`src/rtl/iq_fm_discriminator_pkg.sv`:
```
// iq_fm_disc_pkg: shared types and constants for the IQ FM discriminator.
//  - state_t     : FSM state encoding
//  - K_Q15       : CORDIC gain compensation, round(0.60725 * 2^15)
//  - FRAC_BITS   : fractional bits carried below the sample LSB in x/y
//  - atan_lut()  : atan(2^-k) as a fraction of a turn, scaled to 2^pw
// Optional feature macro used by the block: IQ_FM_DISC_MAG_EN.
package iq_fm_disc_pkg;

  typedef enum logic [1:0] {IDLE, PRE, ITER, POST} state_t;

  localparam int K_Q15 = 19898;

  // Without sub-LSB precision the residual y after the late micro-rotations
  // quantises to whole sample LSBs and the phase error grows to ~10 LSB.
  localparam int FRAC_BITS = 4;

  // atan(2^-k) / (2*pi) * 2^32, k = 0..31
  localparam logic [31:0] ATAN32 [32] = '{
    32'h20000000, 32'h12E4051E, 32'h09FB385B, 32'h051111D4,
    32'h028B0D43, 32'h0145D7E1, 32'h00A2F61E, 32'h00517C55,
    32'h0028BE53, 32'h00145F2F, 32'h000A2F98, 32'h000517CC,
    32'h00028BE6, 32'h000145F3, 32'h0000A2FA, 32'h0000517D,
    32'h000028BE, 32'h0000145F, 32'h00000A30, 32'h00000518,
    32'h0000028C, 32'h00000146, 32'h000000A3, 32'h00000051,
    32'h00000029, 32'h00000014, 32'h0000000A, 32'h00000005,
    32'h00000003, 32'h00000001, 32'h00000001, 32'h00000000
  };

  // Rounded to a pw-bit circle; pw must be below 32.
  function automatic logic [31:0] atan_lut(input logic [4:0] k, input int pw);
    logic [31:0] a;
    a = ATAN32[k];
    return (a + (32'd1 << (31 - pw))) >> (32 - pw);
  endfunction

endpackage

```
`src/rtl/iq_fm_discriminator_if.sv`:
```
// iq_fm_discriminator_if: sample/result bundle of the FM discriminator.
//  in_valid, i_in, q_in : upstream sample strobe and signed I/Q
//  in_ready             : discriminator idle and able to accept
//  out_valid            : one-cycle result strobe
//  phase_out, freq_out  : phase (turn fraction) and phase step
//  overrun              : sticky dropped-sample flag
//  mag_out              : magnitude, only with IQ_FM_DISC_MAG_EN
// master = sample source / result sink, slave = discriminator.
interface iq_fm_discriminator_if #(
  parameter int IN_WIDTH    = 12,
  parameter int PHASE_WIDTH = 16
);
  logic                          in_valid;
  logic signed [IN_WIDTH-1:0]    i_in;
  logic signed [IN_WIDTH-1:0]    q_in;
  logic                          in_ready;
  logic                          out_valid;
  logic        [PHASE_WIDTH-1:0] phase_out;
  logic        [PHASE_WIDTH-1:0] freq_out;
  logic                          overrun;
`ifdef IQ_FM_DISC_MAG_EN
  logic        [IN_WIDTH:0]      mag_out;

  modport master (output in_valid, i_in, q_in,
                  input  in_ready, out_valid, phase_out, freq_out, overrun, mag_out);
  modport slave  (input  in_valid, i_in, q_in,
                  output in_ready, out_valid, phase_out, freq_out, overrun, mag_out);
`else
  modport master (output in_valid, i_in, q_in,
                  input  in_ready, out_valid, phase_out, freq_out, overrun);
  modport slave  (input  in_valid, i_in, q_in,
                  output in_ready, out_valid, phase_out, freq_out, overrun);
`endif
endinterface

```
`src/rtl/iq_fm_discriminator_cordic_vec_iter.sv`:
```
// cordic_vec_iter: one vectoring-mode CORDIC micro-rotation, combinational.
//  x, y  : current vector (signed, XW bits)
//  z     : accumulated angle (PW-bit turn fraction)
//  k     : micro-rotation index
//  x_nx, y_nx, z_nx : vector and angle after rotation k
// Rotates towards y = 0; y >= 0 counts as positive.
module cordic_vec_iter
  import iq_fm_disc_pkg::*;
#(
  parameter int XW = 18,
  parameter int PW = 16,
  parameter int KW = 4
) (
  input  logic signed [XW-1:0] x,
  input  logic signed [XW-1:0] y,
  input  logic        [PW-1:0] z,
  input  logic        [KW-1:0] k,
  output logic signed [XW-1:0] x_nx,
  output logic signed [XW-1:0] y_nx,
  output logic        [PW-1:0] z_nx
);

  logic signed [XW-1:0] x_sh;
  logic signed [XW-1:0] y_sh;
  logic        [PW-1:0] ang;

  always_comb begin
    x_sh = x >>> k;
    y_sh = y >>> k;
    ang  = PW'(atan_lut(5'(k), PW));
    if (y[XW-1]) begin
      x_nx = x - y_sh;
      y_nx = y + x_sh;
      z_nx = z - ang;
    end else begin
      x_nx = x + y_sh;
      y_nx = y - x_sh;
      z_nx = z + ang;
    end
  end

endmodule

```
`src/rtl/iq_fm_discriminator.sv`:
```
// iq_fm_discriminator: iterative CORDIC phase extractor and FM discriminator.
//  clk  : single clock
//  RST  : asynchronous, active-high reset
//  bus  : iq_fm_discriminator_if.slave (sample in, phase/freq out, overrun)
// One sample per ITERATIONS+3 cycles; results appear ITERATIONS+3 edges after
// the edge that accepts the sample. Define IQ_FM_DISC_MAG_EN to add mag_out.
//
//  state | meaning
//  IDLE  | waiting for in_valid; capture sign-extended I/Q
//  PRE   | fold left half-plane into right half-plane (z = 0 or 1/2 turn)
//  ITER  | one micro-rotation per cycle, k = 0..ITERATIONS-1
//  POST  | commit phase, phase step and magnitude for the output stage
module iq_fm_discriminator
  import iq_fm_disc_pkg::*;
#(
  parameter int IN_WIDTH    = 12,
  parameter int PHASE_WIDTH = 16,
  parameter int ITERATIONS  = 14
) (
  input logic               clk,
  input logic               RST,
  iq_fm_discriminator_if.slave bus
);

  localparam int XW = IN_WIDTH + 2 + FRAC_BITS;
  localparam int KW = $clog2(ITERATIONS);
  localparam logic [KW-1:0] K_LAST = KW'(ITERATIONS - 1);

  state_t                  state, state_nx;
  logic signed [XW-1:0]    x_q, y_q, x_nx, y_nx;
  logic [PHASE_WIDTH-1:0]  z_q, z_nx, z_sel;
  logic [PHASE_WIDTH-1:0]  phase_prev, freq_q, phase_out_q, freq_out_q;
  logic [KW-1:0]           k_q;
  logic                    zero_q, prime_q, pend_q, out_valid_q, overrun_q;
  logic                    in_ready_c;

  cordic_vec_iter #(.XW(XW), .PW(PHASE_WIDTH), .KW(KW)) u_iter (
    .x(x_q), .y(y_q), .z(z_q), .k(k_q),
    .x_nx(x_nx), .y_nx(y_nx), .z_nx(z_nx)
  );

  always_ff @(posedge clk or posedge RST) begin
    if (RST) state <= IDLE;
    else     state <= state_nx;
  end

  always_comb begin
    state_nx = state;
    case (state)
      IDLE:    if (bus.in_valid) state_nx = PRE;
      PRE:     state_nx = ITER;
      ITER:    if (k_q == K_LAST) state_nx = POST;
      POST:    state_nx = IDLE;
      default: state_nx = IDLE;
    endcase
  end

  always_comb begin
    in_ready_c = (state == IDLE);
  end

  // An all-zero vector has no phase; reuse the previous one so freq reads 0.
  assign z_sel = zero_q ? phase_prev : z_q;

`ifdef IQ_FM_DISC_MAG_EN
  localparam int PRODW = XW + 16;
  logic [PRODW-1:0] mag_prod;
  logic [IN_WIDTH:0] mag_q, mag_out_q;
  // x is non-negative after PRE and every rotation keeps it so.
  assign mag_prod = PRODW'($unsigned(x_q)) * PRODW'(K_Q15);
`endif

  always_ff @(posedge clk or posedge RST) begin
    if (RST) begin
      x_q         <= '0;
      y_q         <= '0;
      z_q         <= '0;
      k_q         <= '0;
      zero_q      <= 1'b0;
      prime_q     <= 1'b0;
      phase_prev  <= '0;
      freq_q      <= '0;
      pend_q      <= 1'b0;
      out_valid_q <= 1'b0;
      phase_out_q <= '0;
      freq_out_q  <= '0;
      overrun_q   <= 1'b0;
`ifdef IQ_FM_DISC_MAG_EN
      mag_q       <= '0;
      mag_out_q   <= '0;
`endif
    end else begin
      pend_q      <= 1'b0;
      out_valid_q <= pend_q;
      if (pend_q) begin
        phase_out_q <= phase_prev;
        freq_out_q  <= freq_q;
`ifdef IQ_FM_DISC_MAG_EN
        mag_out_q   <= mag_q;
`endif
      end
      if (bus.in_valid && !in_ready_c) overrun_q <= 1'b1;

      case (state)
        IDLE: if (bus.in_valid) begin
          x_q    <= {{2{bus.i_in[IN_WIDTH-1]}}, bus.i_in, {FRAC_BITS{1'b0}}};
          y_q    <= {{2{bus.q_in[IN_WIDTH-1]}}, bus.q_in, {FRAC_BITS{1'b0}}};
          zero_q <= (bus.i_in == '0) && (bus.q_in == '0);
        end
        PRE: begin
          k_q <= '0;
          if (x_q[XW-1]) begin
            x_q <= -x_q;
            y_q <= -y_q;
            z_q <= {1'b1, {(PHASE_WIDTH-1){1'b0}}};
          end else begin
            z_q <= '0;
          end
        end
        ITER: begin
          x_q <= x_nx;
          y_q <= y_nx;
          z_q <= z_nx;
          k_q <= k_q + KW'(1);
        end
        POST: begin
          phase_prev <= z_sel;
          freq_q     <= prime_q ? (z_sel - phase_prev) : '0;
          prime_q    <= 1'b1;
          pend_q     <= 1'b1;
`ifdef IQ_FM_DISC_MAG_EN
          mag_q      <= (IN_WIDTH+1)'(mag_prod >> (15 + FRAC_BITS));
`endif
        end
        default: ;
      endcase
    end
  end

  assign bus.in_ready  = in_ready_c;
  assign bus.out_valid = out_valid_q;
  assign bus.phase_out = phase_out_q;
  assign bus.freq_out  = freq_out_q;
  assign bus.overrun   = overrun_q;
`ifdef IQ_FM_DISC_MAG_EN
  assign bus.mag_out   = mag_out_q;
`endif

endmodule

```
`src/flat_wrapper.sv`:
```
// flat-port wrapper written by rule: the top's interface ports become plain ports
module iq_fm_discriminator_flat import iq_fm_disc_pkg::*;
#(
  parameter int IN_WIDTH    = 12,
  parameter int PHASE_WIDTH = 16,
  parameter int ITERATIONS  = 14
)
  (clk, RST, bus_in_valid, bus_i_in, bus_q_in, bus_in_ready, bus_out_valid, bus_phase_out, bus_freq_out, bus_overrun);
  iq_fm_discriminator_if #(.IN_WIDTH(IN_WIDTH), .PHASE_WIDTH(PHASE_WIDTH)) bus_i ();
  input logic clk;
  input logic RST;
  input wire logic [$bits(bus_i.in_valid)-1:0] bus_in_valid;
  input wire logic [$bits(bus_i.i_in)-1:0] bus_i_in;
  input wire logic [$bits(bus_i.q_in)-1:0] bus_q_in;
  output wire logic [$bits(bus_i.in_ready)-1:0] bus_in_ready;
  output wire logic [$bits(bus_i.out_valid)-1:0] bus_out_valid;
  output wire logic [$bits(bus_i.phase_out)-1:0] bus_phase_out;
  output wire logic [$bits(bus_i.freq_out)-1:0] bus_freq_out;
  output wire logic [$bits(bus_i.overrun)-1:0] bus_overrun;
  assign bus_i.in_valid = bus_in_valid;
  assign bus_i.i_in = bus_i_in;
  assign bus_i.q_in = bus_q_in;
  assign bus_in_ready = bus_i.in_ready;
  assign bus_out_valid = bus_i.out_valid;
  assign bus_phase_out = bus_i.phase_out;
  assign bus_freq_out = bus_i.freq_out;
  assign bus_overrun = bus_i.overrun;
  iq_fm_discriminator #(.IN_WIDTH(IN_WIDTH), .PHASE_WIDTH(PHASE_WIDTH), .ITERATIONS(ITERATIONS)) u_core (.clk(clk), .RST(RST), .bus(bus_i));
endmodule
```
`config.mk`:
```
export PLATFORM = sky130hd
export DESIGN_NAME = iq_fm_discriminator_flat
export DESIGN_NICKNAME = d
export VERILOG_FILES = /design/src/rtl/iq_fm_discriminator_pkg.sv /design/src/rtl/iq_fm_discriminator_if.sv /design/src/rtl/iq_fm_discriminator_cordic_vec_iter.sv /design/src/rtl/iq_fm_discriminator.sv /design/src/flat_wrapper.sv
export SDC_FILE = /design/constraint.sdc
export NUM_CORES = 1
export LEC_CHECK = 0
export BUFFER_PORTS_ARGS = -buffer_cell sky130_fd_sc_hd__buf_2
export CAP_MARGIN = 25
export CORE_UTILIZATION = 30
export CTS_CLUSTER_SIZE = 30
export DETAILED_ROUTE_END_ITERATION = 12
export GPL_TIMING_DRIVEN = 0
export PLACE_DENSITY = 0.45
export SLEW_MARGIN = 40
export SYNTH_ARGS = -nofsm -noshare
export SYNTH_HDL_FRONTEND = slang
export SYNTH_SLANG_ARGS = --single-unit
export TNS_END_PERCENT = 5
```
`constraint.sdc`:
```
create_clock -name clk -period 12.7 [get_ports clk]
set_clock_uncertainty 0.15 [all_clocks]
set_input_delay 0.635 -clock clk [delete_from_list [all_inputs] [get_ports clk]]
set_output_delay 0.635 -clock clk [all_outputs]
set_load 0.02 [all_outputs]
```
==> flow_summary.yaml, run 1 <==
outcome:
  status: "finished, final reports clean"
clocking:
  cts_setup_buffers: 0
  ctsLongestPathBuffers: 2
  post_cts_resized: 0
  htree_num_levels: 4
  cts_tree: "built"
  cts-root-buf: "clkbuf_16"
  cts_sinks: 127
  cts.clk_slew.worst_paths_ps: 70
  hold_buffers: 1
  clock_latency_ps: 460
  cts_buffers: 17
layout:
  stdcell_count: 2021
  areaGrowthSynthToFinish_pct: 13.52
  fin_nets: 1594
  drive_gt1_share_pct: 13.70
  antenna_cells: 0
critical_path:
  crit_path_start_kind: "flip-flop"
  cp.arrival_ps: 7420
  cp_max_fo: 10
  cp-end-kind: "flip-flop"
  cp.required_ps: 12890
  crit_type: "flip-flop to flip-flop"
floorplan:
  die_w_um: 203.7
  ios: 62
  initial_utilization_pct: 30.58
  die-area_mm2: 0.04150
  die_h_um: 203.7
  core_area_mm2: 0.03991
  fp-row-count: 73
yosys:
  synth_commonest_cells: "dfrtp_1, nand2_1, o21ai_0"
  seq_area_frac_synth_pct: 26.04
  synth-compound-area-share_pct: 21.22
  syn_nets: 1511
  yosys.area.top_type_share_pct: 26.04
  synth_xor_xnor_area_share_pct: 8.078
  async_flop_share_pct: 100.0
  synthCells: 1400
  syn-cell-area_mm2: 0.01221
  synth_top_family_by_area: "compound AO/OA/AOI/OAI gates"
  syn_area_per_cell_um2: 8.718
  ys_warn_count: 0
  yosys-mux-area-fraction_pct: 14.82
  synth_seq_cells: 127
  synth_top_area_cell: "dfrtp_1"
  synth.most_common_cell: "dfrtp_1"
  synth-edff-count: 0
  synthTopCellsByArea: "dfrtp_1, ha_1, mux4_2"
  synth_ff_type: "dfrtp_1"
  synthAdderAreaFrac_pct: 8.857
  synth_simple_gate_area_share_pct: 15.30
  synthDistinctLibCells: 80
timing:
  finalWorstPathRequiredPeriod_ps: 7228
  max_slew.worst_pin.slew_ps: 894.5
  fin_hold_ws_ps: 227.1
  slew_headroom_pct: 40.37
  hold_viol_final: 0
  grt_setup_unrepaired: "false"
  postLayoutSetupSlackWorst_ps: 5472
  max_clock_freq_mhz: 138.4
  tns_ps: 0
  fin_crit_sh_pct: 56.91
  slew_violations: 0
  setup_viol: 0
global_route:
  grt-ovfl-total: 0
  grt_max_degree: 51
  grt_pass1_wl_um: 69900
  antenna_found_initial: 0
  track_usage_pct: 22.39
  grt_pass1_vias: 11340
route:
  wl_um: 45610
  wire_per_inst_um: 22.57
  drc_errors: 0
  avgViaCountPerCell: 5.729
  vias: 11580
  antenna_left: 0
  drt_iter0_drc: 1141
  dr.pass1.iters: 6
placement:
  dp_hpwl_um: 35230
  io_buffers: 61
  dp_cells: 1988
  dpl_worst_slack_ps: 5665
  gp_congestion: 0.9272
flow_run:
  maxCapViolations: 0
hold_path:
  hp-class: "flip-flop to flip-flop"
-- per-stage QoR --
step                      util (%)  area, um2
after detailed placement     33.17      13240
after CTS                    34.69      13850
after global routing         34.71      13860
after global placement       32.99      13170
after floorplan                  -      12210
final                        34.71      13860
-- final cells by class --
type                       count  area (um2)
buffer                        95       395.4
timing repair buffer          64       370.4
clock buffer                  18       429.2
tap                          525       656.9
clock inverter                14       168.9
inverter                      81       311.5
multi-input combinational   1097        8346
fill                        4203       26060
sequential                   127        3178
-- placed cells by master, fill, tap and decap left out, types with 40 or more instances in the layout --
cell type | netlist | layout
clkbuf_1 | 67 | 64
buf_2 | 5 | 67
xnor2_1 | 70 | 70
o21ai_0 | 112 | 112
a21oi_1 | 80 | 80
dfrtp_1 | 127 | 127
nand2_1 | 114 | 114
nor2_1 | 94 | 94
inv_1 | 77 | 76
xor2_1 | 40 | 40
ha_1 | 80 | 80
-- routing by layer --
layer / track usage (%) / up-vias / part of all wire, %
li1: - / 5325 / -
met1: 29.17 / 5733 / 44
met2: 37.23 / 438 / 47
met3: 3.484 / 82 / 5.5
met4: 8.136 / 0 / 3.5
met5: 0 / - / 0
-- cells by family after synthesis --
| kind of cell | Yosys count |
|---|---|
| AOI/OAI and AO/OA | 403 |
| and+or+nand+nor | 379 |
| buffers and inverters | 176 |
| DFF | 127 |
| muxes | 120 |
| xor gates and xnor gates | 111 |
| adders and majority gates | 84 |
-- final timing paths --
path                               startpoint  slack (ps)  depth (start not counted)              endpoint
worst min register to register  u_core.pend_q         230                          0  u_core.bus.out_valid
worst max register to register  u_core.k_q[1]        5470                         21        u_core.y_q[17]
worst max-delay path            u_core.k_q[1]        5470                         21        u_core.y_q[17]
min in group asynchronous                 RST         530                          3         u_core.x_q[1]
worst min-delay path            u_core.pend_q         230                          0  u_core.bus.out_valid
max in group asynchronous                 RST       11000                          5  u_core.phase_prev[9]
-- worst max-delay path, cell delays in order (launching register included) --
cell      delay [ps]
dfrtp_1          610
buf_2            370
buf_2            320
buf_1            600
mux4_2           410
nand2_1           80
o21ai_0          230
a222oi_1         650
nand3_1          280
nor4b_2          650
and4_1           300
o32a_1           140
o22ai_1          140
ha_1             270
or3_1            370
o21ai_0          120
a31oi_1          160
a211o_1          350
a21o_1           180
a21oi_1          190
xnor3_1          260
o31ai_1          260
-- flip-flops by register name (all words and copies together) (netlist names), 2 cells and up --
name                  flops
u_core.bus.freq_out      16
u_core.bus.phase_out     16
u_core.freq_q            16
u_core.k_q                4
u_core.phase_prev        16
u_core.state              2
u_core.x_q               18
u_core.y_q               18
u_core.z_q               16
Power of run 1 is left out: the tool's default activity adds up to more than one toggle a clock period on the data nets, which glitch-free logic cannot reach.
==> run 2, diff against run 1 <==
ABC_AREA = 1   (was not set)
clock period = 6.84 ns   (was 12.7 ns; I/O delays follow)
==> flow_summary.yaml, run 2 <==
layout:
  antenna_cells: 0
  mostFrequentLayoutCells: "nand2_1, o21ai_0, inv_1, nand3_1, a21oi_1"
  areaGrowthSynthToFinish_pct: 14.25
  fin_nets: 2045
  stdcell_count: 2465
  final_common_cell: "nand2_1"
  top_regs: "u_core.x_q: 18 flops, u_core.y_q: 18 flops"
  drive_gt1_share_pct: 8.783
floorplan:
  core_area_mm2: 0.03901
  ios: 62
  fp-row-count: 72
  die_h_um: 201.7
  die_w_um: 201.7
  die-area_mm2: 0.04070
  initial_utilization_pct: 30.68
clocking:
  ctsLongestPathBuffers: 2
  htree_num_levels: 4
  cts-root-buf: "clkbuf_16"
  cts_tree: "built"
  clock_latency_ps: 460
  cts.clk_slew.worst_paths_ps: 80
  cts_sinks: 127
  cts_buffers: 17
route:
  antenna_left: 0
  drc_errors: 0
  drt_iter0_drc: 1149
  wire_per_inst_um: 19.71
  wl_um: 48590
  vias: 13050
  dr.pass1.iters: 6
  avgViaCountPerCell: 5.296
critical_path:
  max_stage_delay_ps: 580
  crit_path_start_kind: "flip-flop"
  timing.rr.end: "u_core.x_q[17]"
  cp-end-kind: "flip-flop"
  regToRegSetupSlack_ps: 1460
  cp_common_cell: "nand2_1"
  crit_slowest_cell: "o311ai_1"
  cp.required_ps: 7070
  crit_type: "flip-flop to flip-flop"
  cp.arrival_ps: 5610
  cp_max_fo: 12
  r2r_start: "u_core.k_q[0]"
  worstRegToRegCells: 30
flow_run:
  maxCapViolations: 0
hold_path:
  whs_endpoint: "u_core.x_q[7]"
  worstHoldStart: "bus_i_in[3]"
  hp-class: "input port to flip-flop"
  hold_depth: 3
yosys:
  synth.most_common_cell: "nand2_1"
  synth_top_area_cell: "dfrtp_1"
  synth_commonest_cells: "nand2_1, o21ai_0, inv_1"
  syn_nets: 1954
  seq_area_frac_synth_pct: 26.55
  synth-edff-count: 0
  synthTopCellsByArea: "dfrtp_1, nand2_1, o21ai_0"
  syn_area_per_cell_um2: 6.494
  ys_warn_count: 0
  synthDistinctLibCells: 53
  yosys.area.top_type_share_pct: 26.55
  syn-cell-area_mm2: 0.01197
  synth_ff_type: "dfrtp_1"
  synth_seq_cells: 127
  synthCells: 1843
  async_flop_share_pct: 100.0
timing:
  slew_headroom_pct: 41.71
  max_clock_freq_mhz: 185.8
  fin_crit_sh_pct: 78.70
  grt_setup_unrepaired: "false"
  hold_viol_final: 0
  slew_violations: 0
  setup_viol: 0
  max_slew.worst_pin.slew_ps: 874.4
  tns_ps: 0
  finalWorstPathRequiredPeriod_ps: 5383
  fin_hold_ws_ps: 16.51
placement:
  io_buffers: 61
  dp_hpwl_um: 37840
  gp_congestion: 0.9339
  dp_cells: 2423
outcome:
  status: "finished, final reports clean"
global_route:
  antenna_found_initial: 0
  grt_max_degree: 68
  grt_pass1_wl_um: 74400
  track_usage_pct: 24.05
  grt-ovfl-total: 0
  grt_pass1_vias: 12450
-- run 2: cell count changes after synthesis, sizes merged, moves of 25 or more --
cell	before	now
a21oi	80	148
inv	77	187
mux2	38	13
mux2i	39	4
mux4	43	0
nand2	114	479
nand3	23	169
nor2	94	146
o21ai	112	228
xnor2	70	8
-- run 2: how the worst max path moves through the flow --
stage,cells past startpoint,startpoint,endpoint
final,30,u_core.k_q[0],u_core.x_q[17]
after floorplan,26,u_core.k_q[1],u_core.z_q[13]
after CTS,29,u_core.k_q[0],u_core.x_q[17]
after global routing,29,u_core.k_q[0],u_core.x_q[17]
after global placement,2,RST,u_core.z_q[2]
after detailed placement,29,u_core.k_q[0],u_core.x_q[17]
-- run 2: per-layer routing --
layer / part of all wire [%] / wire length, um / track usage (%)
met5: 0 / 0 / 0
met4: 3.2 / 1571 / 8.820
met3: 4.6 / 2252 / 3.499
met2: 46 / 22480 / 39.19
met1: 46 / 22280 / 32.13
-- run 2: what timing repair did --
item / in CTS / in global routing
gates resized for setup: 0 / 0
hold endpoints to repair: 75 / 0
hold buffers: 10 / 0
buffers inserted: 0 / 0
-- run 2: layout make-up --
| cell class | instances | area [um2] |
|---|---|---|
| tap | 518 | 648.1 |
| clock inverter | 14 | 171.4 |
| multi-input combinational | 1453 | 7736 |
| clock buffer | 18 | 429.2 |
| sequential | 127 | 3178 |
| timing repair buffer | 72 | 432.9 |
| buffer | 73 | 357.8 |
| inverter | 190 | 720.7 |
| fill | 4326 | 25330 |
-- run 2: cell families after synthesis --
kind of cell,after synthesis,synth area share [%]
AND/OR/NAND/NOR,855,29.96
AO/OA/AOI/OAI,454,20.81
multiplexers,17,1.558
XOR/XNOR,43,3.209
flip-flops,127,26.55
adder cells (fa/ha/maj),84,9.032
buffers and inverters,263,8.875
-- run 2: worst max-delay path: cells and delay by family (launching register included) --
kind | cells | cell delay, ps
AND/OR/NAND/NOR | 20 | 2450
AO/OA/AOI/OAI | 4 | 970
buffers and inverters | 4 | 680
adder cells (fa/ha/maj) | 2 | 560
flip-flops | 1 | 480
-- run 2: through the flow --
stage / instance area [um2] / worst slack, ps / utilization, %
detailed placement: 12970 / 1563 / 33.26
global route: 13670 / 1088 / 35.06
finish: 13670 / 1457 / 35.06
floorplan: 11970 / 2519 / -
CTS: 13670 / 1541 / 35.06
global placement: 12920 / 802.4 / 33.13
Power of run 2 is left out for the same reason.
==> run 3, diff against run 2 <==
clock period = 5.6 ns   (was 6.84 ns; I/O delays follow)
==> flow_summary.yaml, run 3 (same netlist as run 2, synthesis figures left out) <==
critical_path:
  cp_max_fo: 12
  cp_common_cell: "nand2_1"
  cp-end-kind: "flip-flop"
  crit_slowest_cell: "dfrtp_1"
  critical_path_buf_inv_count: 4
  crit_type: "flip-flop to flip-flop"
  crit_path_start_kind: "flip-flop"
  max_stage_delay_ps: 490
  cp.arrival_ps: 5500
  cp.required_ps: 5830
  cp_top_family: "simple AND/OR/NAND/NOR gates"
timing:
  slew_violations: 0
  slew_headroom_pct: 40.95
  finalWorstPathRequiredPeriod_ps: 5276
  setup_viol: 0
  grt_setup_unrepaired: "false"
  hold_viol_final: 0
  max_slew.worst_pin.slew_ps: 885.8
  fin_hold_ws_ps: 18.38
  postLayoutSetupSlackWorst_ps: 323.8
  max_clock_freq_mhz: 189.5
  fin_crit_sh_pct: 94.22
clocking:
  cts_sinks: 127
  cts.clk_slew.worst_paths_ps: 80
  ctsLongestPathBuffers: 2
  cts_setup_buffers: 0
  cts_tree: "built"
  htree_num_levels: 4
  cts-root-buf: "clkbuf_16"
  cts_buffers: 17
  clock_latency_ps: 460
global_route:
  track_usage_pct: 24.07
  grt_pass1_vias: 12470
  grt-ovfl-total: 0
  grt_max_degree: 68
  antenna_found_initial: 0
  grt_pass1_wl_um: 74470
route:
  drt_iter0_drc: 1119
  wire_per_inst_um: 19.64
  drc_errors: 0
  vias: 13050
  avgViaCountPerCell: 5.283
  antenna_left: 0
  wl_um: 48530
  dr.pass1.iters: 6
layout:
  final_common_cell: "nand2_1"
  areaGrowthSynthToFinish_pct: 14.83
  top_regs: "u_core.x_q: 18 flops, u_core.y_q: 18 flops"
  antenna_cells: 0
  fin_nets: 2051
  nFillCells: 4324
  drive_gt1_share_pct: 8.807
  mostFrequentLayoutCells: "nand2_1, o21ai_0, inv_1, nand3_1, a21oi_1"
floorplan:
  die_w_um: 201.7
  core_area_mm2: 0.03901
  ios: 62
  initial_utilization_pct: 30.68
  die_h_um: 201.7
  fp-row-count: 72
  die-area_mm2: 0.04070
placement:
  dpl_worst_slack_ps: 323.4
  gp_congestion: 0.9339
  dp_hpwl_um: 37840
  io_buffers: 61
flow_run:
  maxCapViolations: 0
outcome:
  status: "finished, final reports clean"
hold_path:
  hp-class: "input port to flip-flop"
==> run 3: cell types whose count changed in the layout (fill, tap and decap cells not counted) <==
cell           before  now
dlygate4sd3_1      10   16
o311ai_1            1    0
o311ai_2            0    1
buf_2              79   78
clkbuf_4            0    1
==> run 3: what timing repair did <==
action | CTS | global route
resized for setup | 0 | 2
hold endpoints to repair | 81 | 0
setup endpoints to repair | 0 | 1
hold buffers | 16 | 0
==> run 3: path summary, 6_finish.rpt <==
path                                from              endpoint  slack [ps]  cells past startpoint
max                        u_core.k_q[0]        u_core.x_q[17]         320                     31
min                          bus_i_in[0]         u_core.x_q[4]          20                      3
max reg2reg                u_core.k_q[0]        u_core.x_q[17]         320                     31
min reg2reg                u_core.pend_q  u_core.bus.out_valid         260                      0
max in group asynchronous            RST  u_core.phase_prev[1]        4270                      4
min in group asynchronous            RST    u_core.bus.overrun         290                      3
==> run 3: layout make-up <==
cell class	instances	area (um2)	share of cell area, %
plain buffers	73	360.3	2.622
clock buffers	18	429.2	3.122
clock inverters	14	171.4	1.247
inverters	190	720.7	5.244
multi-input cells	1453	7744	56.34
flip-flops and latches	127	3178	23.12
well taps	518	648.1	4.716
repair buffers	78	493.0	3.587
==> run 3: routing by layer <==
layer  routed length (um)  vias to the layer above  global-route usage (%)
li1                     -                     6422                       -
met1                22200                     6194                   32.16
met2                22440                      364                   39.24
met3                 2267                       74                   3.499
met4                 1627                        0                   8.820
met5                    0                        -                       0
==> run 3: worst register-to-register path: cells and delay by family, from the launching register on <==
family                     cells  cell delay [ps]
adders and majority gates      2              550
and+or+nand+nor               21             2790
AOI/OAI and AO/OA              4              510
DFF                            1              490
buffers and inverters          4              680
==> run 3: stage by stage <==
| stage | util, % | instances | TNS (ps) | area [um2] |
|---|---|---|---|---|
| 4_1_cts | 35.21 | 2471 | 0 | 13730 |
| 3_3_place_gp | 33.13 | 2422 | -45080 | 12920 |
| 6_report | 35.24 | 2471 | 0 | 13740 |
| 2_1_floorplan | - | 1843 | 0 | 11970 |
| 5_1_grt | 35.24 | 2471 | 0 | 13740 |
| 3_5_place_dp | 33.26 | 2423 | 0 | 12970 |
Power of run 3 is left out for the same reason.
